**src/rtl/id_field_stage_pkg.sv**
```systemverilog
// Shared definitions for the decode field stage: destination-select codes
// and the bit positions of the fixed 32-bit instruction fields.
package id_field_stage_pkg;

    typedef enum logic [1:0] {
        DST_RD   = 2'd0,
        DST_RT   = 2'd1,
        DST_LINK = 2'd2,
        DST_NONE = 2'd3
    } dst_sel_e;

    localparam int INSTR_W     = 32;
    localparam int LINK_OFFSET = 8;

    localparam int OPC_HI  = 31;
    localparam int OPC_LO  = 26;
    localparam int RS_HI   = 25;
    localparam int RS_LO   = 21;
    localparam int RT_HI   = 20;
    localparam int RT_LO   = 16;
    localparam int RD_HI   = 15;
    localparam int RD_LO   = 11;
    localparam int IMM_HI  = 15;
    localparam int IMM_LO  = 0;
    localparam int FUNC_HI = 5;
    localparam int FUNC_LO = 0;
    localparam int JIDX_HI = 25;
    localparam int JIDX_LO = 0;

endpackage

```
**src/rtl/id_field_split.sv**
```systemverilog
// Combinational slicing of an instruction word into decode fields plus
// destination-register selection; all outputs are zero when not valid.
module id_field_split
    import id_field_stage_pkg::*;
#(
    parameter int REG_W    = 5,
    parameter int LINK_REG = 31
) (
    input  logic               valid,
    input  logic [INSTR_W-1:0] instr,
    input  logic [1:0]         dst_sel,
    output logic [5:0]         opcode,
    output logic [REG_W-1:0]   rs,
    output logic [REG_W-1:0]   rt,
    output logic [REG_W-1:0]   dst,
    output logic [15:0]        imm,
    output logic [5:0]         func,
    output logic [25:0]        jidx
);

    always_comb begin
        opcode = '0;
        rs     = '0;
        rt     = '0;
        dst    = '0;
        imm    = '0;
        func   = '0;
        jidx   = '0;
        if (valid) begin
            opcode = instr[OPC_HI:OPC_LO];
            // Register fields are always 5 bits wide in the word; fit them to REG_W.
            rs     = REG_W'(instr[RS_HI:RS_LO]);
            rt     = REG_W'(instr[RT_HI:RT_LO]);
            imm    = instr[IMM_HI:IMM_LO];
            func   = instr[FUNC_HI:FUNC_LO];
            jidx   = instr[JIDX_HI:JIDX_LO];
            case (dst_sel)
                DST_RD:   dst = REG_W'(instr[RD_HI:RD_LO]);
                DST_RT:   dst = REG_W'(instr[RT_HI:RT_LO]);
                DST_LINK: dst = REG_W'(LINK_REG);
                default:  dst = '0;
            endcase
        end
    end

endmodule

```
**src/rtl/id_field_stage.sv**
```systemverilog
// Two-entry (head + skid) decode stage: in_ready depends only on skid
// occupancy, the head entry feeds the field splitter, flush drops are counted.
module id_field_stage
    import id_field_stage_pkg::*;
#(
    parameter int PC_W     = 32,
    parameter int REG_W    = 5,
    parameter int LINK_REG = 31,
    parameter int CNT_W    = 16
) (
    input  logic               clk,
    input  logic               reset,
    input  logic               in_valid,
    output logic               in_ready,
    input  logic [INSTR_W-1:0] in_instr,
    input  logic [PC_W-1:0]    in_pc,
    input  logic [1:0]         in_dst_sel,
    input  logic               flush,
    output logic               out_valid,
    input  logic               out_ready,
    output logic [5:0]         out_opcode,
    output logic [REG_W-1:0]   out_rs,
    output logic [REG_W-1:0]   out_rt,
    output logic [REG_W-1:0]   out_dst,
    output logic [15:0]        out_imm,
    output logic [5:0]         out_func,
    output logic [25:0]        out_jidx,
    output logic [PC_W-1:0]    out_pc,
    output logic [PC_W-1:0]    out_link_pc,
    output logic [CNT_W-1:0]   drop_cnt
);

    logic               head_valid, skid_valid;
    logic [INSTR_W-1:0] head_instr, skid_instr;
    logic [PC_W-1:0]    head_pc, skid_pc;
    logic [1:0]         head_sel, skid_sel;

    logic               accept, pop;
    logic [1:0]         held;
    logic [CNT_W:0]     drop_sum;

    assign in_ready  = ~skid_valid;
    assign out_valid = head_valid;
    assign accept    = in_valid & ~skid_valid & ~flush;
    assign pop       = head_valid & out_ready;
    assign held      = {1'b0, head_valid} + {1'b0, skid_valid};
    assign drop_sum  = {1'b0, drop_cnt} + (CNT_W+1)'(held);

    always_ff @(posedge clk) begin
        if (!reset) begin
            head_valid <= 1'b0;
            skid_valid <= 1'b0;
            head_instr <= '0;
            skid_instr <= '0;
            head_pc    <= '0;
            skid_pc    <= '0;
            head_sel   <= '0;
            skid_sel   <= '0;
            drop_cnt   <= '0;
        end else if (flush) begin
            head_valid <= 1'b0;
            skid_valid <= 1'b0;
            drop_cnt   <= drop_sum[CNT_W] ? '1 : drop_sum[CNT_W-1:0];
        end else if (pop && skid_valid) begin
            // in_ready is low here, so no new entry competes for the skid slot.
            head_instr <= skid_instr;
            head_pc    <= skid_pc;
            head_sel   <= skid_sel;
            skid_valid <= 1'b0;
        end else if (accept && (!head_valid || pop)) begin
            head_instr <= in_instr;
            head_pc    <= in_pc;
            head_sel   <= in_dst_sel;
            head_valid <= 1'b1;
        end else if (accept) begin
            skid_instr <= in_instr;
            skid_pc    <= in_pc;
            skid_sel   <= in_dst_sel;
            skid_valid <= 1'b1;
        end else if (pop) begin
            head_valid <= 1'b0;
        end
    end

    id_field_split #(
        .REG_W    (REG_W),
        .LINK_REG (LINK_REG)
    ) u_split (
        .valid   (head_valid),
        .instr   (head_instr),
        .dst_sel (head_sel),
        .opcode  (out_opcode),
        .rs      (out_rs),
        .rt      (out_rt),
        .dst     (out_dst),
        .imm     (out_imm),
        .func    (out_func),
        .jidx    (out_jidx)
    );

    assign out_pc      = head_valid ? head_pc : '0;
    assign out_link_pc = head_valid ? head_pc + PC_W'(LINK_OFFSET) : '0;

endmodule

```
**config.mk**
```make
export PLATFORM = sky130hd
export DESIGN_NAME = id_field_stage
export DESIGN_NICKNAME = d
export VERILOG_FILES = /design/src/rtl/id_field_stage_pkg.sv /design/src/rtl/id_field_split.sv /design/src/rtl/id_field_stage.sv
export SDC_FILE = /design/constraint.sdc
export NUM_CORES = 1
export LEC_CHECK = 0
export CAP_MARGIN = 5
export CORE_ASPECT_RATIO = 0.8
export CORE_MARGIN = 10
export CORE_UTILIZATION = 40
export DETAILED_ROUTE_END_ITERATION = 12
export PLACE_DENSITY_LB_ADDON = 0.3
export SLEW_MARGIN = 20
export SYNTH_ARGS = -nofsm -noshare
export SYNTH_HDL_FRONTEND = slang
export SYNTH_SLANG_ARGS = --single-unit
export TNS_END_PERCENT = 10
```
**constraint.sdc**
```tcl
create_clock -name clk -period 3.82 [get_ports clk]
set_input_delay 0.764 -clock clk [delete_from_list [all_inputs] [get_ports clk]]
set_output_delay 0.764 -clock clk [all_outputs]
set_load 0.02 [all_outputs]
```
==> impl_metrics.tcl, run 1 <==
set metrics [dict create \
    status "completed" \
    rsz0062_at_grt "no" \
    clkTransAtPathRegs_ps 60 \
    area_growth_pct 35.5 \
    wirelength_um 22000 \
    floorplan.initialDensity_pct 41.0 \
    sw_frac_of_total_pct 23.1 \
    power_density_mw_per_mm2 363 \
    setup_ws_ps 136 \
    grt_start_max_net_pins 101 \
    drc 0 \
    drt_iter0_markers 390 \
    worstReg2RegEnd "drop_cnt[4]" \
    crit_type "flip-flop to output port" \
    dieArea_sq_mm 0.0257 \
    seqPwrFrac_pct 43.2 \
    crit_end "out_link_pc[28]" \
    gp_congestion 0.792 \
    pre_cts_slack_ps 501 \
    final_nets 1152 \
    p_switching_mw 0.895 \
    viasPerCell 5.08 \
    first_pass_iters 6 \
    p_comb_share_pct 9.8 \
    synth_edf_count 0 \
    fin_tns_setup_ps 0 \
    io_pins 222 \
    numCtsBuffers 17 \
    cts_hold_buf 0 \
    core_sq_mm 0.0191 \
    die_x_um 177 \
    yosysWarnings 0 \
    wl_per_cell_um 16.3 \
    portBuffers 221 \
    cp-start-kind "flip-flop" \
    crit_arrival_ps 2920 \
    setup_viol 0 \
    synthDistinctLibCells 44 \
    num_rows 45 \
    clkSinkCount 150 \
    slew_viol_final 0 \
    slew-limit-headroom_pct 45.1 \
    synth-async-reset-ratio_pct 0 \
    syn_area_sq_mm 0.00785 \
    min_path_type "flip-flop to flip-flop" \
    reg2reg_from "out_valid" \
    tightest_slew_ps 824 \
    p_leak_nw 4.84 \
    cts_buffer_depth 2 \
    period_needed_ps 3680 \
    die_h_um 145 \
    fin_crit_sh_pct 96.4 \
    p_int_mw 2.97 \
    cts-resized-gates 0 \
    cts_max_level 4 \
    layout-drive-gt1-share_pct 5.69 \
    synth_seq_area_share_pct 38.2 \
    reg2reg_setup_slack_ps 1120 \
    grt_pass1_vias 6458 \
    cts_tree "yes" \
    yosysTopAreaCell "dfxtp_1" \
    vias 6846 \
    drv_cap 0 \
    post-route-util_pct 55.6 \
    fillers 1755 \
    hold_viol 0 \
    synthTopCellsByArea "dfxtp_1, nand2_1, o211a_1" \
    power_frac_clock_pct 47.0 \
    grt_pass1_wl_um 35100 \
    startpoint "head_pc[12]" \
    clk_latency_ps 420 \
    cp-end-kind "output port" \
    grt_usage_pct 16.7 \
    peakVddDrop_v 0.000257 \
    worst_r2r_path_depth 7 \
    syn-instance-count 933 \
    synth.avg_cell_area_sq_um 8.42 \
    cts-root-buf "clkbuf_16" \
    hpwl_um 15400 \
    drtAntennaViolNets 0 \
    synth_top_flop_cell "dfxtp_1" \
    synthesis.nets 1007 \
    fmax_ghz 0.271 \
    antenna_found_initial 1 \
    ys_ff_latch 150 \
    post-synth-top-area-fraction_pct 38.2 \
    worstPathMaxFanout 20 \
    post_cts_buffers 0 \
    required_ps 3060 \
    clock_skew_ps 13.9 \
    overflow 0 \
]
[stage by stage]
step / hold WS (ps) / area (sq um) / cells / total power, mW
after CTS: 453 / 10600 / 1347 / 3.92
after global routing: 478 / 10600 / 1347 / 4.03
after global placement: 440 / 9980 / 1317 / 2.08
after floorplan: 434 / 7850 / 933 / 1.91
after detailed placement: 444 / 9980 / 1317 / 2.09
final: 450 / 10600 / 1348 / 3.87
[Yosys cell counts, types with 2 or more instances]
cell	n
buf_4	35
and3_1	6
nor4_1	7
ha_1	2
mux2i_1	67
nor3_1	7
o31ai_1	6
nand3_1	16
mux2_2	7
nand2_1	216
nand4_1	11
dfxtp_1	150
or3_1	3
and4_1	5
a21boi_1	6
o21ai_0	5
and2_1	64
nor2_1	42
a21boi_0	71
or4_1	8
clkbuf_1	45
buf_2	16
buf_1	10
o211a_1	68
a21oi_1	13
inv_1	7
nand2b_1	3
xnor2_1	9
xor2_1	13
[routing by layer]
layer	global-route usage, %	part of all wire (%)	vias up
met5	0	0	-
met4	4.32	0.77	0
met3	5.54	6.8	12
met2	26.2	46	161
met1	21.4	47	3218
li1	-	-	3455
[worst min-delay path by stage]
| stage | startpoint | end | slack (ps) | depth (start not counted) |
|---|---|---|---|---|
| 6_report | skid_instr[5] | skid_instr[5] | 450 | 2 |
| 5_1_grt | skid_pc[5] | skid_pc[5] | 480 | 2 |
| 4_1_cts | skid_instr[5] | skid_instr[5] | 450 | 2 |
| 3_5_place_dp | skid_instr[5] | skid_instr[5] | 440 | 2 |
| 3_3_place_gp | skid_pc[20] | skid_pc[20] | 440 | 2 |
| 2_1_floorplan | skid_instr[13] | skid_instr[13] | 430 | 2 |
[placed cells by master (no fill, tap or decap), drive strengths merged, types with 2 or more instances in the layout]
| master | instances |
|---|---|
| buf | 13 |
| ha | 2 |
| a21oi | 13 |
| o211a | 68 |
| nand2 | 216 |
| mux2i | 67 |
| and4 | 5 |
| inv | 11 |
| nor3 | 7 |
| o21ai | 5 |
| clkinvlp | 2 |
| nand3 | 16 |
| and3 | 6 |
| and2 | 64 |
| dlymetal6s2s | 4 |
| clkbuf | 18 |
| xor2 | 13 |
| bufinv | 5 |
| dfxtp | 150 |
| or4 | 8 |
| or3 | 4 |
| clkdlybuf4s50 | 216 |
| o31ai | 6 |
| a21boi | 77 |
| nand4 | 12 |
| nor2 | 42 |
| nand2b | 3 |
| xnor2 | 9 |
| clkinv | 2 |
| mux2 | 7 |
| nor4 | 7 |
[power groups by stage]
| stage | Combinational (mW) | Clock [mW] | Sequential, mW |
|---|---|---|---|
| 2_1_floorplan | 0.220 | 0 | 1.69 |
| 3_3_place_gp | 0.380 | 0 | 1.70 |
| 3_5_place_dp | 0.382 | 0 | 1.71 |
| 4_1_cts | 0.385 | 1.86 | 1.67 |
| 5_1_grt | 0.416 | 1.93 | 1.68 |
| 6_report | 0.379 | 1.82 | 1.67 |
[worst max-delay path, cell delays in order, from the launching register on]
cell	delay, ps
dfxtp_1	440
nand4_2	220
or3_4	550
nor4_1	370
mux2_2	380
clkdlybuf4s50_1	540
[flip-flops by register name, indices dropped and copies added, names as in the netlist]
register and cells:
skid_sel 2, skid_pc 32, drop_cnt 16, skid_valid 1, head_sel 2, head_instr 32
skid_instr 32, head_pc 32, out_valid 1
[logic make-up (layout without fill, tap and decap cells)]
logic type               count (synthesis)  count (layout)  share of synthesized area, %
buffers and inverters                  115             271                          7.52
other                                    0               1                             0
XOR/XNOR                                22              22                          2.45
flip-flops                             150             150                          38.2
AO/OA/AOI/OAI                          174             174                          18.3
multiplexers                            74              74                          9.54
adder cells (fa/ha/maj)                  3               3                         0.574
AND/OR/NAND/NOR                        395             395                          23.4
[cell type report]
type | instances | area (sq um) | share of cell area [%]
well taps | 258 | 323 | 3.03
inverters | 8 | 30.0 | 0.282
clock inverters | 12 | 201 | 1.89
diodes | 1 | 2.50 | 0.0235
flip-flops and latches | 150 | 3010 | 28.2
clock buffers | 18 | 429 | 4.03
repair buffers | 233 | 2330 | 21.9
multi-input cells | 668 | 4320 | 40.6
Power figures use the tool's default switching activity.
==> run 2: changes to the inputs <==
--- a/config.mk
+++ b/config.mk
@@ -5,6 +5,7 @@
 export SDC_FILE = /design/constraint.sdc
 export NUM_CORES = 1
 export LEC_CHECK = 0
+export ABC_AREA = 0
 export CAP_MARGIN = 5
 export CORE_ASPECT_RATIO = 0.8
 export CORE_MARGIN = 10
==> results of run 2 <==
The final DEF is identical to that of run 1; final timing and power are the same.
==> run 3: changes to the inputs <==
--- a/config.mk
+++ b/config.mk
@@ -10,6 +10,7 @@
 export CORE_ASPECT_RATIO = 0.8
 export CORE_MARGIN = 10
 export CORE_UTILIZATION = 40
+export CTS_CLUSTER_SIZE = 12
 export DETAILED_ROUTE_END_ITERATION = 12
 export PLACE_DENSITY_LB_ADDON = 0.3
 export SLEW_MARGIN = 20
==> results of run 3 <==
The final DEF is identical to that of run 1; final timing and power are the same.
